[config.mk]
export PLATFORM = sky130hd
export DESIGN_NAME = pattern_serializer
export DESIGN_NICKNAME = d
export VERILOG_FILES = /design/src/rtl/pattern_serializer.sv
export SDC_FILE = /design/constraint.sdc
export NUM_CORES = 1
export LEC_CHECK = 0
export CAP_MARGIN = 10
export CORE_MARGIN = 2
export CORE_UTILIZATION = 50
export CTS_CLUSTER_SIZE = 8
export DETAILED_ROUTE_END_ITERATION = 12
export DONT_BUFFER_PORTS = 1
export SYNTH_ARGS = -nofsm -noshare
export SYNTH_HDL_FRONTEND = slang
export SYNTH_SLANG_ARGS = --single-unit
[constraint.sdc]
create_clock -name clk -period 1.95 [get_ports clk]
set_input_delay 0.39 -clock clk [delete_from_list [all_inputs] [get_ports clk]]
set_output_delay 0.39 -clock clk [all_outputs]
set_load 0.02 [all_outputs]
[src/rtl/pattern_serializer.sv]
// pattern_serializer: parallel-to-serial front end for the 10010 sequence
// detector. Words arrive over a valid/ready handshake into a one-word holding
// register and leave one bit per clock on a registered bit_out/bit_valid pair.
// The holding register refills while the shifter drains, so back-to-back
// words stream with no idle cycle between them.
module pattern_serializer #(
  parameter int DATA_W    = 8,     // word width, 2 or more
  parameter bit MSB_FIRST = 1'b1   // 1: bit DATA_W-1 leaves first; 0: bit 0 first
) (
  input  logic              clk,
  input  logic              rst,        // synchronous, active-high
  input  logic [DATA_W-1:0] din,
  input  logic              din_valid,
  output logic              din_ready,
  output logic              bit_out,
  output logic              bit_valid,
  output logic              word_done,
  output logic              busy
);

  // rem counts bits still waiting in the shifter; it never needs to hold
  // DATA_W because the first bit of a word leaves on the Load edge itself.
  localparam int REM_W = (DATA_W > 2) ? $clog2(DATA_W) : 1;

  localparam logic [REM_W-1:0] REM_ZERO = '0;
  localparam logic [REM_W-1:0] REM_ONE  = REM_W'(1);
  localparam logic [REM_W-1:0] REM_LOAD = REM_W'(DATA_W - 1);

  // Per-edge action, one of three, chosen in priority order Shift > Load > Idle.
  localparam logic [1:0] ACT_IDLE  = 2'd0;
  localparam logic [1:0] ACT_LOAD  = 2'd1;
  localparam logic [1:0] ACT_SHIFT = 2'd2;

  // Holding register and its occupancy flag.
  logic [DATA_W-1:0] hold_q, hold_d;
  logic              hold_full_q, hold_full_d;

  // Shifter and its remaining-bit count.
  logic [DATA_W-1:0] sh_q, sh_d;
  logic [REM_W-1:0]  rem_q, rem_d;

  // Registered serial outputs.
  logic bit_out_q, bit_out_d;
  logic bit_valid_q, bit_valid_d;
  logic word_done_q, word_done_d;

  logic [1:0] act;
  logic       accept;

  // Bit that leaves first from a word, according to the configured order.
  function automatic logic first_bit(input logic [DATA_W-1:0] w);
    return MSB_FIRST ? w[DATA_W-1] : w[0];
  endfunction

  // The word with its first bit consumed; the vacated position fills with 0.
  function automatic logic [DATA_W-1:0] consume(input logic [DATA_W-1:0] w);
    return MSB_FIRST ? {w[DATA_W-2:0], 1'b0} : {1'b0, w[DATA_W-1:1]};
  endfunction

  // Handshake and status outputs, combinational from registers and rst.
  // Holding ready low during reset keeps upstream from believing a word was
  // taken on an edge that discards it.
  assign din_ready = !hold_full_q && !rst;
  assign accept    = din_valid && din_ready;
  assign busy      = hold_full_q || (rem_q != REM_ZERO);

  assign bit_out   = bit_out_q;
  assign bit_valid = bit_valid_q;
  assign word_done = word_done_q;

  // Pick this edge's action: drain the shifter first, then refill it from hold.
  always_comb begin
    act = ACT_IDLE;
    if (rem_q != REM_ZERO) begin
      act = ACT_SHIFT;
    end else if (hold_full_q) begin
      act = ACT_LOAD;
    end
  end

  // Next-state logic for the shifter, holding register and serial outputs.
  always_comb begin
    // NOTE: every target gets a default before any branch so no path leaves
    // a variable unassigned, which would otherwise infer a latch.
    hold_d      = hold_q;
    hold_full_d = hold_full_q;
    sh_d        = sh_q;
    rem_d       = rem_q;
    bit_out_d   = 1'b0;
    bit_valid_d = 1'b0;
    word_done_d = 1'b0;

    case (act)
      ACT_SHIFT: begin
        bit_out_d   = first_bit(sh_q);
        bit_valid_d = 1'b1;
        sh_d        = consume(sh_q);
        rem_d       = rem_q - REM_ONE;
        word_done_d = (rem_q == REM_ONE);
      end
      ACT_LOAD: begin
        // The first bit goes straight out of hold so a held word follows the
        // previous word's last bit with no gap.
        bit_out_d   = first_bit(hold_q);
        bit_valid_d = 1'b1;
        sh_d        = consume(hold_q);
        rem_d       = REM_LOAD;
        hold_full_d = 1'b0;
      end
      default: begin
        // Idle: outputs stay at their zero defaults.
      end
    endcase

    // din_ready is low whenever hold is occupied, so an accept never meets a
    // Load; an accept during a Shift simply parks the word in hold.
    if (accept) begin
      hold_d      = din;
      hold_full_d = 1'b1;
    end
  end

  // Control and output registers, cleared by synchronous reset.
  always_ff @(posedge clk) begin
    // NOTE: sequential state uses non-blocking assignments so every register
    // samples the pre-edge values, independent of statement order.
    if (rst) begin
      hold_full_q <= 1'b0;
      rem_q       <= REM_ZERO;
      bit_out_q   <= 1'b0;
      bit_valid_q <= 1'b0;
      word_done_q <= 1'b0;
    end else begin
      hold_full_q <= hold_full_d;
      rem_q       <= rem_d;
      bit_out_q   <= bit_out_d;
      bit_valid_q <= bit_valid_d;
      word_done_q <= word_done_d;
    end
  end

  // Data registers for the held word and the shifter.
  always_ff @(posedge clk) begin
    // NOTE: the data words are deliberately left out of reset; their contents
    // are only observed while hold_full or rem qualifies them, and both of
    // those flags are reset.
    hold_q <= hold_d;
    sh_q   <= sh_d;
  end

endmodule

# Word level (Yosys, flattened, before mapping)

Cells that the tools add are included.

Output and inout port bits: 5
Bits of input ports: 11
Register bits after elaboration: 23

$add $sub $neg: 1
Reductions and logical operators: 10
Multiplexer cells: 8
Eq/ne operators: 3
Bitwise logic cells: 1

Operator list:

| operator                                          | count |
|---|---|
| one-hot mux 8 bit (2 select lines)                | 1 |
| one-hot mux 3 bit (2 select lines)                | 1 |
| 2-to-1 mux 1 bit                                  | 4 |
| nonzero test 2 bit                                | 2 |
| OR reduction 2 bit                                | 2 |
| == test 3 x 1 -> 1 bit (second input constant)    | 1 |
| nonzero test 3 bit                                | 1 |
| subtractor 3 x 1 -> 3 bit (second input constant) | 1 |
| == test 2 x 1 -> 1 bit (second input constant)    | 1 |
| == test 2 bit (second input constant)             | 1 |
| logical AND 1 bit                                 | 2 |
| zero test 1 bit                                   | 2 |
| 2-to-1 mux 2 bit                                  | 1 |
| one-hot mux 1 bit (2 select lines)                | 1 |
| logical OR 1 bit                                  | 1 |
| inverter 1 bit                                    | 1 |

# Depth between registers and ports, before layout

Depth in word-level cells: 5
Depth in mapped cells: 6
Mapped depth without buffers: 5

# Worst setup path before layout

Ideal clock, no wire load.

Path kind: input port to flip-flop
Start: input port rst
End: register hold_q[0] (enable)
Buffers on the path: 1
Cell stages on the path: 3
Arrival: 1,220 ps
Path slack: 399 ps
Data required time: 1,618 ps
Cells stage by stage: clkbuf_1 > nor2_1 > and2_1

Longest elaborated chain between the ends: 3

Ends and longest elaborated chain:

| element              | RTL line | source |
|---|---|---|
| from (decl)          | 11       | `input logic rst,` |
| zero test 1 bit      | 63       | `assign din_ready = !hold_full_q && !rst;` |
| logical AND 1 bit    | 63       |  |
| net din_ready        | 14       | `output logic din_ready,` |
| logical AND 1 bit    | 64       | `assign accept = din_valid && din_ready;` |
| net accept           | 48       | `logic accept;` |
| to (signal assigned) | 147      | `hold_q <= hold_d;` |
| to (decl)            | 35       | `logic [DATA_W-1:0] hold_q, hold_d;` |

The timed path passes the listed nets, and every way through them passes these cells.
A chain may end at the register's enable or synchronous reset.

# Final worst setup path

Start: register rem_q[0]
End: output port busy

Longest elaborated chain between the ends: 2

Ends and longest elaborated chain:

| element                | RTL line | source |
|---|---|---|
| from (decl)            | 40       | `logic [REM_W-1:0] rem_q, rem_d;` |
| from (signal assigned) | 135      | `rem_q <= rem_d;` |
| nonzero test 3 bit     | 65       | `assign busy = hold_full_q \|\| (rem_q != REM_ZERO);` |
| logical OR 1 bit       | 65       |  |
| to (decl)              | 18       | `output logic busy` |

No other way between the ends.

==> results.md <==
- The critical path data required time is approximately 1.6 ns.
- The synthesized design contains 22 register bits.
- The element type at the critical path start is a flop.
- The initial utilization of the core area, before any placement, comes to 54.8%.
- The category of the worst setup path capture point is a primary output.
- In the final design database the tool counted 75 nets.
- Setup repair after global routing left no endpoint under its margin.
- Detailed routing inserted a total of 445 vias.
- The routability-driven placement congestion ratio is 0.670.
- The placement row count is 14.
- The clock latency reported for the late side of the worst-skew pair is 0.29 ns.
- The layout cell share with drive strength beyond 1 is 23.3%.
- For this run, design rule violations remaining after detail routing come to 0.
- The netlist uses 21 different library cells.
- Setup violations remaining at the end of the flow were counted as 0.
- The final instance area is between 900 and 1000 um2.
- The number of instances in the synthesized netlist is 56.
- The initial detailed-routing violation count is 5.
- The via-per-instance ratio is 5.86.
- The transition at the pin with the smallest max-transition slack is 0.362 ns.
- The die area is 2030 um2.
- The tightest min-delay check is of the in2reg type.
- For this run, asynchronously set or reset flops after synthesis account for 0%.
- The worst path setup slack after routing is 0.0963 ns.
- The top cell types in the final layout, fill and taps aside, are 15 x sky130_fd_sc_hd__edfxtp_1, 7 x sky130_fd_sc_hd__dfxtp_1, 6 x sky130_fd_sc_hd__mux2_2, 4 x sky130_fd_sc_hd__nor2_1.
- The critical path is of the reg2out type.
- The tree is rooted in a sky130_fd_sc_hd__clkbuf_4.
- The via count of the first global-routing pass is roughly 430.
- The analysis attributes to net switching a power of 418 uW.
- The net count after synthesis is 70.
- The buffers inserted during post-CTS setup optimization is 0.
- Max-cap violations in this run came to 0.
- Per report_power, the sequential group accounts for 56.3% of the total.
- Of the total power, the share spent switching nets is 30.8%.
- The clock arrives with 0.00374 ns of skew.
- The end-of-flow core utilization is 58.6%.
- The area of the placeable core is around 1500 um2.
- For this run, the register share of the synthesized area comes to between 60% and 70%.
- The initial antenna violation count is 0.
- The worst setup slack before clock tree synthesis is 0.159 ns.
- The analysis attributes to cell leakage a power of 0.000331 uW.
- In the final routed layout, each cell accounts on average for about 17 um.
- The die height is 45.1 um.
- The flow ran to the end, and the final reports show no timing, DRC or antenna violations.
- The sum of routed wire length over all layers is between 1000 and 1500 um.
- The routed design could run at a clock period as short as 1.85 ns.
- Compared with the post-synthesis result, the final layout area differs by 6.96%.
- The maximum fanout along the worst path is 8.
- The most common cell after layout, fill and taps aside is sky130_fd_sc_hd__edfxtp_1.
- Each instance of the synthesized netlist takes up on average 15.1 um2.
- The clock net in this run drives a total of 22 sinks.
- The maximum resistive drop on vdd is approximately 0.00062 V.
- Once detail routing completed, the nets flagged for antenna violations numbered 0.
- The part of the power in the clock network is 14.5%.
- Dividing the final minimum period by the clock period gives 95.1%.
- The wire length of the first global-routing pass is 1930 um.
- The share of total power dissipated in combinational logic is roughly 29%.
- TritonCTS built the clock tree.
- Adding up every negative setup slack in the final design gives 0 ns.
- Yosys mapped a number of flops with a built-in enable equal to 15.
- Derived from the worst setup path, the maximum achievable clock frequency is ~0.54 GHz.
- For this design the ratio of total power to cell area is 1500 nW/um2.
- The number of buffers created by CTS is 3.
- The number of top-level pins is 16.
- The Yosys warning count is 0.
- The maximum root-to-sink buffer count is 2.
- The remaining max-slew budget at the tightest pin is 75.8%.
- The completed layout was analyzed and its total power is 1360 uW.
- The number of H-tree levels is 1.
- The total of hold buffers inserted after clock tree synthesis is 0.
- The number of port buffers is 0.
- Global routing consumed, over all layers together, 14.2% of the routing resources.
- The global route total overflow is 0.
- The endpoint arrival time on the critical path is 1.46 ns.
- Summing every instance area after synthesis gives 845 um2.
- The internal power of the cells totals roughly 940 uW.
- The final count of pins violating max slew came to 0.
- The half-perimeter wire length of the detailed placement result is 924 um.
- Clock-pin slew was measured on the worst setup and hold paths at 0.11 ns.
- The final count of hold timing violations is 0.
- The die is between 40 and 50 um wide.
- The most used flip-flop cell after synthesis is sky130_fd_sc_hd__edfxtp_1.
- The area after detailed placement is about 860 um2.
- The largest net degree at the start of global routing is 13.
- 0 antenna diodes ended up in the layout.
- The first detailed-routing pass ran for 4 iterations.
[path summary, 6_finish.rpt]
path         startpoint  endpoint  slack [ns]  cells past startpoint
max            rem_q[0]      busy         0.1                      3
min                 rst  rem_q[1]        0.14                      1
max reg2reg    rem_q[0]   sh_q[7]        0.34                      4
min reg2reg    rem_q[1]  rem_q[1]        0.53                      2
[power by group through the flow]
stage | sequential (uW) | clock, uW | combinational, uW
finish | 764 | 197 | 395
floorplan | 749 | 0 | 311
CTS | 763 | 205 | 379
detailed placement | 775 | 0 | 364
global placement | 761 | 0 | 344
global route | 778 | 224 | 437
[state kept, by name, indices dropped and copies added, names as in the netlist]
name	cells
hold_q	8
sh_q	7
rem_q	3
bit_out	1
bit_valid	1
hold_full_q	1
word_done	1
[final cells by class]
type                            instances  area (um2)
Multi-Input combinational cell         31         251
Fill cell                             127         638
Timing Repair Buffer                    1        7.51
Tap cell                               16        20.0
Clock inverter                          1        3.75
Clock buffer                            3        22.5
Sequential cell                        22         591
Inverter                                2        7.51
[worst max-delay path: stages, from the launching register on]
cell	delay, ns
sky130_fd_sc_hd__dfxtp_1	0.36
sky130_fd_sc_hd__inv_1	0.09
sky130_fd_sc_hd__ha_2	0.25
sky130_fd_sc_hd__or3b_4	0.48
[logic make-up (layout without fill, tap and decap cells)]
logic type                 count (synthesis)  count (layout)  share of synthesized area [%]
adders and majority gates                  3               3                           4.44
buffers and inverters                      4               7                           1.93
and+or+nand+nor                           15              16                           10.4
DFF                                       22              22                           69.9
muxes                                      6               6                           8.00
AOI/OAI and AO/OA                          6               6                           5.33
[metrics by stage]
stage | hold WS [ns] | instances
2_1_floorplan | 0.466 | 56
3_3_place_gp | 0.456 | 71
3_5_place_dp | 0.459 | 71
4_1_cts | 0.134 | 75
5_1_grt | 0.127 | 76
6_report | 0.144 | 76
[cells in the mapped netlist (2+ instances only)]
cell	instances	area share, %
sky130_fd_sc_hd__a211oi_1	3	2.7
sky130_fd_sc_hd__nor2_1	4	1.8
sky130_fd_sc_hd__edfxtp_1	15	53
sky130_fd_sc_hd__nor2b_1	3	2.2
sky130_fd_sc_hd__ha_1	3	4.4
sky130_fd_sc_hd__inv_1	2	0.89
sky130_fd_sc_hd__mux2_2	6	8.0
sky130_fd_sc_hd__dfxtp_1	7	17
[per-layer routing]
| metal | routed length (um) | vias to the layer above | GRT usage, % |
|---|---|---|---|
| met1 | 514 | 217 | 18.5 |
| met2 | 662 | 13 | 22.6 |
| met5 | 0 | - | 0 |
| met3 | 78 | 0 | 5.20 |
| li1 | - | 215 | - |
| met4 | 0 | 0 | 3.53 |
[what timing repair did]
| action | CTS | global route |
|---|---|---|
| resized for setup | 1 | 1 |
| cloned | 0 | 1 |
| setup endpoints to repair | 1 | 1 |
Note: power is estimated with default switching activity, not from simulation.
